$ cat src/rtl/wb_initiator_pkg.sv
// Shared definitions for the Wishbone initiator: FSM state encoding,
// default bus geometry and the timeout counter width helper.
package wb_initiator_pkg;

    localparam int WB_AW_DEFAULT      = 2;
    localparam int WB_DW_DEFAULT      = 32;
    localparam int WB_TIMEOUT_DEFAULT = 16;

    typedef enum logic [1:0] {
        ST_IDLE = 2'd0,
        ST_CYC  = 2'd1,
        ST_RSP  = 2'd2
    } wb_state_t;

    // Counter must hold the value TIMEOUT; keep at least one bit so a
    // disabled timeout (0) still gives a legal vector.
    function automatic int cnt_width(input int timeout);
        return (timeout == 0) ? 1 : $clog2(timeout + 1);
    endfunction

endpackage

$ cat src/rtl/wb_initiator.sv
// Single-outstanding Wishbone initiator. Each accepted request becomes one
// bus cycle; the outcome (read data, or a timeout error) is returned on a
// valid/ready response stream. All outputs are registered except req_ready.
module wb_initiator
    import wb_initiator_pkg::*;
#(
    parameter int AW      = WB_AW_DEFAULT,
    parameter int DW      = WB_DW_DEFAULT,
    parameter int TIMEOUT = WB_TIMEOUT_DEFAULT
) (
    input  logic          clk,
    input  logic          rst_n,
    input  logic          req_valid,
    output logic          req_ready,
    input  logic          req_we,
    input  logic [AW-1:0] req_addr,
    input  logic [DW-1:0] req_wdata,
    output logic          rsp_valid,
    input  logic          rsp_ready,
    output logic [DW-1:0] rsp_rdata,
    output logic          rsp_err,
    output logic [AW-1:0] wb_addr,
    output logic [DW-1:0] wb_wdata,
    output logic          wb_we,
    output logic          wb_cyc,
    input  logic [DW-1:0] wb_rdata,
    input  logic          wb_ack
);

    localparam int            CW       = cnt_width(TIMEOUT);
    localparam logic [CW-1:0] CNT_LOAD = CW'(TIMEOUT);
    localparam logic [CW-1:0] CNT_ONE  = CW'(1);
    localparam bit            TO_EN    = (TIMEOUT != 0);

    wb_state_t     state_reg;
    logic [CW-1:0] cnt_reg;
    logic [AW-1:0] wb_addr_reg;
    logic [DW-1:0] wb_wdata_reg;
    logic          wb_we_reg;
    logic          wb_cyc_reg;
    logic          rsp_valid_reg;
    logic [DW-1:0] rsp_rdata_reg;
    logic          rsp_err_reg;

    // Ready only when idle and out of reset; gating with rst_n keeps it low
    // for the whole reset window even though the state already reads IDLE.
    assign req_ready = rst_n && (state_reg == ST_IDLE);

    assign wb_addr   = wb_addr_reg;
    assign wb_wdata  = wb_wdata_reg;
    assign wb_we     = wb_we_reg;
    assign wb_cyc    = wb_cyc_reg;
    assign rsp_valid = rsp_valid_reg;
    assign rsp_rdata = rsp_rdata_reg;
    assign rsp_err   = rsp_err_reg;

    // Request -> bus cycle -> response sequencer with inline timeout counter.
    always_ff @(posedge clk or negedge rst_n) begin
        if (!rst_n) begin
            state_reg     <= ST_IDLE;
            cnt_reg       <= '0;
            wb_addr_reg   <= '0;
            wb_wdata_reg  <= '0;
            wb_we_reg     <= 1'b0;
            wb_cyc_reg    <= 1'b0;
            rsp_valid_reg <= 1'b0;
            rsp_rdata_reg <= '0;
            rsp_err_reg   <= 1'b0;
        end else begin
            case (state_reg)
                ST_IDLE: begin
                    if (req_valid) begin
                        wb_we_reg    <= req_we;
                        wb_addr_reg  <= req_addr;
                        wb_wdata_reg <= req_wdata;
                        wb_cyc_reg   <= 1'b1;
                        cnt_reg      <= CNT_LOAD;
                        state_reg    <= ST_CYC;
                    end
                end
                ST_CYC: begin
                    // An ack on the expiry cycle takes priority over the timeout.
                    if (wb_ack) begin
                        wb_cyc_reg    <= 1'b0;
                        rsp_rdata_reg <= wb_we_reg ? '0 : wb_rdata;
                        rsp_err_reg   <= 1'b0;
                        rsp_valid_reg <= 1'b1;
                        state_reg     <= ST_RSP;
                    end else if (TO_EN && (cnt_reg == CNT_ONE)) begin
                        wb_cyc_reg    <= 1'b0;
                        rsp_rdata_reg <= '0;
                        rsp_err_reg   <= 1'b1;
                        rsp_valid_reg <= 1'b1;
                        state_reg     <= ST_RSP;
                    end else if (cnt_reg != '0) begin
                        // Saturate at zero so a disabled timeout never wraps.
                        cnt_reg <= cnt_reg - CNT_ONE;
                    end
                end
                ST_RSP: begin
                    // Late acks landing here are ignored; only the consumer moves us on.
                    if (rsp_ready) begin
                        rsp_valid_reg <= 1'b0;
                        state_reg     <= ST_IDLE;
                    end
                end
                default: begin
                    state_reg  <= ST_IDLE;
                    wb_cyc_reg <= 1'b0;
                end
            endcase
        end
    end

endmodule
$ cat config.mk
export PLATFORM = sky130hd
export DESIGN_NAME = wb_initiator
export DESIGN_NICKNAME = d
export VERILOG_FILES = /design/src/rtl/wb_initiator_pkg.sv /design/src/rtl/wb_initiator.sv
export SDC_FILE = /design/constraint.sdc
export NUM_CORES = 1
export LEC_CHECK = 0
export CORE_MARGIN = 1.5
export CORE_UTILIZATION = 44
export DETAILED_ROUTE_END_ITERATION = 10
export GPL_TIMING_DRIVEN = 0
export PLACE_DENSITY = 0.84
export RECOVER_POWER = 25
export SLEW_MARGIN = 20
export SYNTH_ARGS = -nofsm -noshare
export SYNTH_HDL_FRONTEND = slang
export SYNTH_SLANG_ARGS = --single-unit
$ cat constraint.sdc
create_clock -name clk -period 2.19 [get_ports clk]
set_clock_uncertainty 0.1 [all_clocks]
set_input_delay 0.438 -clock clk [delete_from_list [all_inputs] [get_ports clk]]
set_output_delay 0.438 -clock clk [all_outputs]
set_load 0.02 [all_outputs]
==> results.md <==
* Status: finished, final reports clean
* Hold WC Path Type: reg -> reg
* Yosys warning count at 0
* First-pass GRT wire length at 13400 microns
* CP delay by family, top: buffers and inverters
* Critical Path RT at 1.65 ns
* Post-CTS Setup Bufs at 0
* Setup violations, final at 0
* Reg2reg setup slack at roughly 0.50 ns
* CP max stage cell: dfrtp_1
* Total CTS buffers at 9
* Layout cells sized above 1 at 0.236
* Internal power at 5.12 mW
* Max Freq at around 0.51 GHz
* Diodes inserted at 0
* Max IR drop VDD at between 0.6 and 0.7 mV
* Syn Nets at 344
* # clock sinks at between 70 and 80
* RR Startpoint: cnt_reg[1]
* Worst-margin pin slew at about 1 ns
* Max stage delay on crit path at about 0.37 ns
* Remaining antenna violation count at 0
* Syn avg cell area at 13.6 sq um
* Worst Hold End: wb_wdata[0]
* Xor and xnor area share after synthesis at 0.00238
* Pwr/cell area at approximately 1500 nW/um^2
* Number of global-route vias before repair at about 2700
* Simple-Gate Fraction of Synth Area at 0.0708
* Via/cell ratio at roughly 5
* Worst-path cell chain: buf_4 > nor3b_1 > dlygate4sd2_1
* IO Pins at ~140
* Die area at 8910 sq um
* Initial antenna violation count at 0
* Grt total ovfl at 0
* RePlAce Congestion at roughly 0.77
* Pre-CTS WS at -0.454 ns
* DRC at 0
* Area delta synth->final at 49.2%
* Buffers on Ports at between 100 and 150
* Height of the die at ~94 microns
* Combinational power share at 0.526
* Worst Path Arrival at between 1 and 1.5 ns
* Clock transition at path regs at roughly 0.07 ns
* Setup crit start kind: flip-flop
* Synth Area in Compound Gates at 0.165
* Clock power share at 0.159
* RR Endpoint: rsp_rdata[3]
* Adder-cell share of the synthesized area at 0.00681
* Skew-Pair Late Insertion Delay at approximately 0.33 ns
* Final WS setup at about 0.24 ns
* Seq pwr share at 0.315
* #FFs+latches synth at just under 80
* Final Slew Violations at 0
* Unique masters post-synth at 38
* Crit share post-route at 0.890
* Mux contribution to synthesized area at 0.139
* CP endpoint kind: output port
* Most frequent cells in the layout: clkdlybuf4s50_1, dfrtp_1, inv_1
* Max Root-Sink Buffers at 2
* Detailed Place HPWL at around 6200 microns
* Cells on worst reg2reg path at 7
* Leak at around 2.4 nW
* CP bufs+invs at 2
* Largest family of logic cells by synthesized area: compound AO/OA/AOI/OAI gates
* Core Footprint at approximately 8000 sq um
* CTS tree: done
* Wire per inst at around 16 microns
* Worst Hold Launch: wb_wdata[0]
* Setup TNS at 0 ns
* Largest net degree at the start of global routing at a little over 40
* Post-Route WL at 8440 microns
* Mapped Area at about 3700 sq um
* Switching Share at 0.367
* Rel. slew slack at 0.317
* WHS Path Cells at 1
* Die W at roughly 94 microns
* Setup CP Type: reg -> out
* Final hold violation count at 0
* Max-cap violations at 0
* Initial Util at 0.452
* Worst-path fanout max at 10
* Net Switching at ~3 mW
* DRT iter0 DRCs at just under 90
* Number of cells produced by synthesis at 270
* Post-synthesis sequential area ratio at 0.524
* H-tree Lvls at 3
* GRT Total Usage at 0.194
* Row Count at 33
* Commonest non-fill, non-tap cell in the layout: clkdlybuf4s50_1
* Detailed Routing Iterations Pass 1 at 4
* Nets at roughly 500
* Clk Tree Root Cell: clkbuf_8
* Min Clock Period, post-route at between 1.5 and 2 ns
* RSZ-0062 raised after global routing: no
* Via count at roughly 2700
[through the flow]
step / total power [mW] / hold slack (ns) / util / cells / area [sq um]
2_1_floorplan: 5.04 / 0.0424 / - / 270 / 3670
3_3_place_gp: 6.71 / 0.377 / 0.643 / 517 / 5230
3_5_place_dp: 6.84 / 0.360 / 0.645 / 518 / 5250
4_1_cts: 8.17 / 0.0229 / 0.684 / 537 / 5560
5_1_grt: 8.51 / 0.429 / 0.674 / 537 / 5480
6_report: 8.08 / 0.411 / 0.674 / 537 / 5480
[layer usage]
metal / GRT usage / wire length, microns
met1: 0.251 / 3690
met4: 0.0659 / 112
met5: 0 / 0
met2: 0.317 / 4010
met3: 0.0507 / 618
[what timing repair did]
item	CTS	global route
hold buffers	3	0
resized for setup	5	0
hold endpoints to repair	40	0
endpoints found under the setup margin	1	0
[cell families (layout without fill, tap and decap cells)]
logic type / after synthesis / after routing
AOI/OAI and AO/OA: 47 / 47
DFF: 77 / 77
adders and majority gates: 2 / 2
muxes: 36 / 36
xor gates and xnor gates: 1 / 1
buffers and inverters: 56 / 218
and+or+nand+nor: 51 / 51
[synthesized netlist by cell type, drive strengths merged]
| cell | n | area, sq um |
|---|---|---|
| nor4b | 1 | 23.8 |
| a21oi | 2 | 10.0 |
| o22a | 1 | 8.76 |
| buf | 17 | 190 |
| nor2b | 1 | 13.8 |
| xnor2 | 1 | 8.76 |
| o211ai | 1 | 7.51 |
| nor3b | 2 | 20.0 |
| nor4 | 1 | 6.26 |
| o32ai | 32 | 505 |
| o2bb2ai | 1 | 8.76 |
| a21o | 2 | 15.0 |
| and2 | 1 | 8.76 |
| nor2 | 4 | 15.0 |
| mux2 | 35 | 499 |
| or3 | 1 | 11.3 |
| o22ai | 2 | 12.5 |
| clkbuf | 3 | 11.3 |
| o21ai | 2 | 10.0 |
| mux2i | 1 | 10.0 |
| inv | 36 | 135 |
| nand2b | 3 | 18.8 |
| nand2 | 34 | 128 |
| dfrtp | 77 | 1930 |
| o31ai | 1 | 7.51 |
| nand3 | 2 | 10.0 |
| nor3 | 1 | 5.00 |
| ha | 2 | 25.0 |
| a21boi | 2 | 15.0 |
| o21a | 1 | 7.51 |
[cell type report]
type / instances / area, sq um
fill: 590 / 2650
sequential: 77 / 1930
timing repair buffer: 146 / 1440
multi-input combinational: 137 / 1410
buffer: 20 / 201
clock buffer: 12 / 145
inverter: 36 / 135
tap: 105 / 131
clock inverter: 4 / 95.1
[power by group through the flow]
stage | clock [mW] | combinational [mW] | sequential (mW)
after global placement | 0 | 4.19 | 2.52
final | 1.28 | 4.25 | 2.54
after global routing | 1.36 | 4.53 | 2.62
after CTS | 1.31 | 4.32 | 2.54
after detailed placement | 0 | 4.29 | 2.55
after floorplan | 0 | 1.78 | 3.26
[worst max-delay path by stage]
stage,startpoint,cells past startpoint,to,slack [ns]
2_1_floorplan,state_reg[0],2,req_ready,0.62
3_3_place_gp,rst_n,3,req_ready,-2.86
3_5_place_dp,rst_n,4,req_ready,-0.45
4_1_cts,state_reg[0],3,req_ready,0.21
5_1_grt,state_reg[0],3,req_ready,0.16
6_report,state_reg[0],3,req_ready,0.24
No activity file was read; power rests on OpenSTA's default activity.
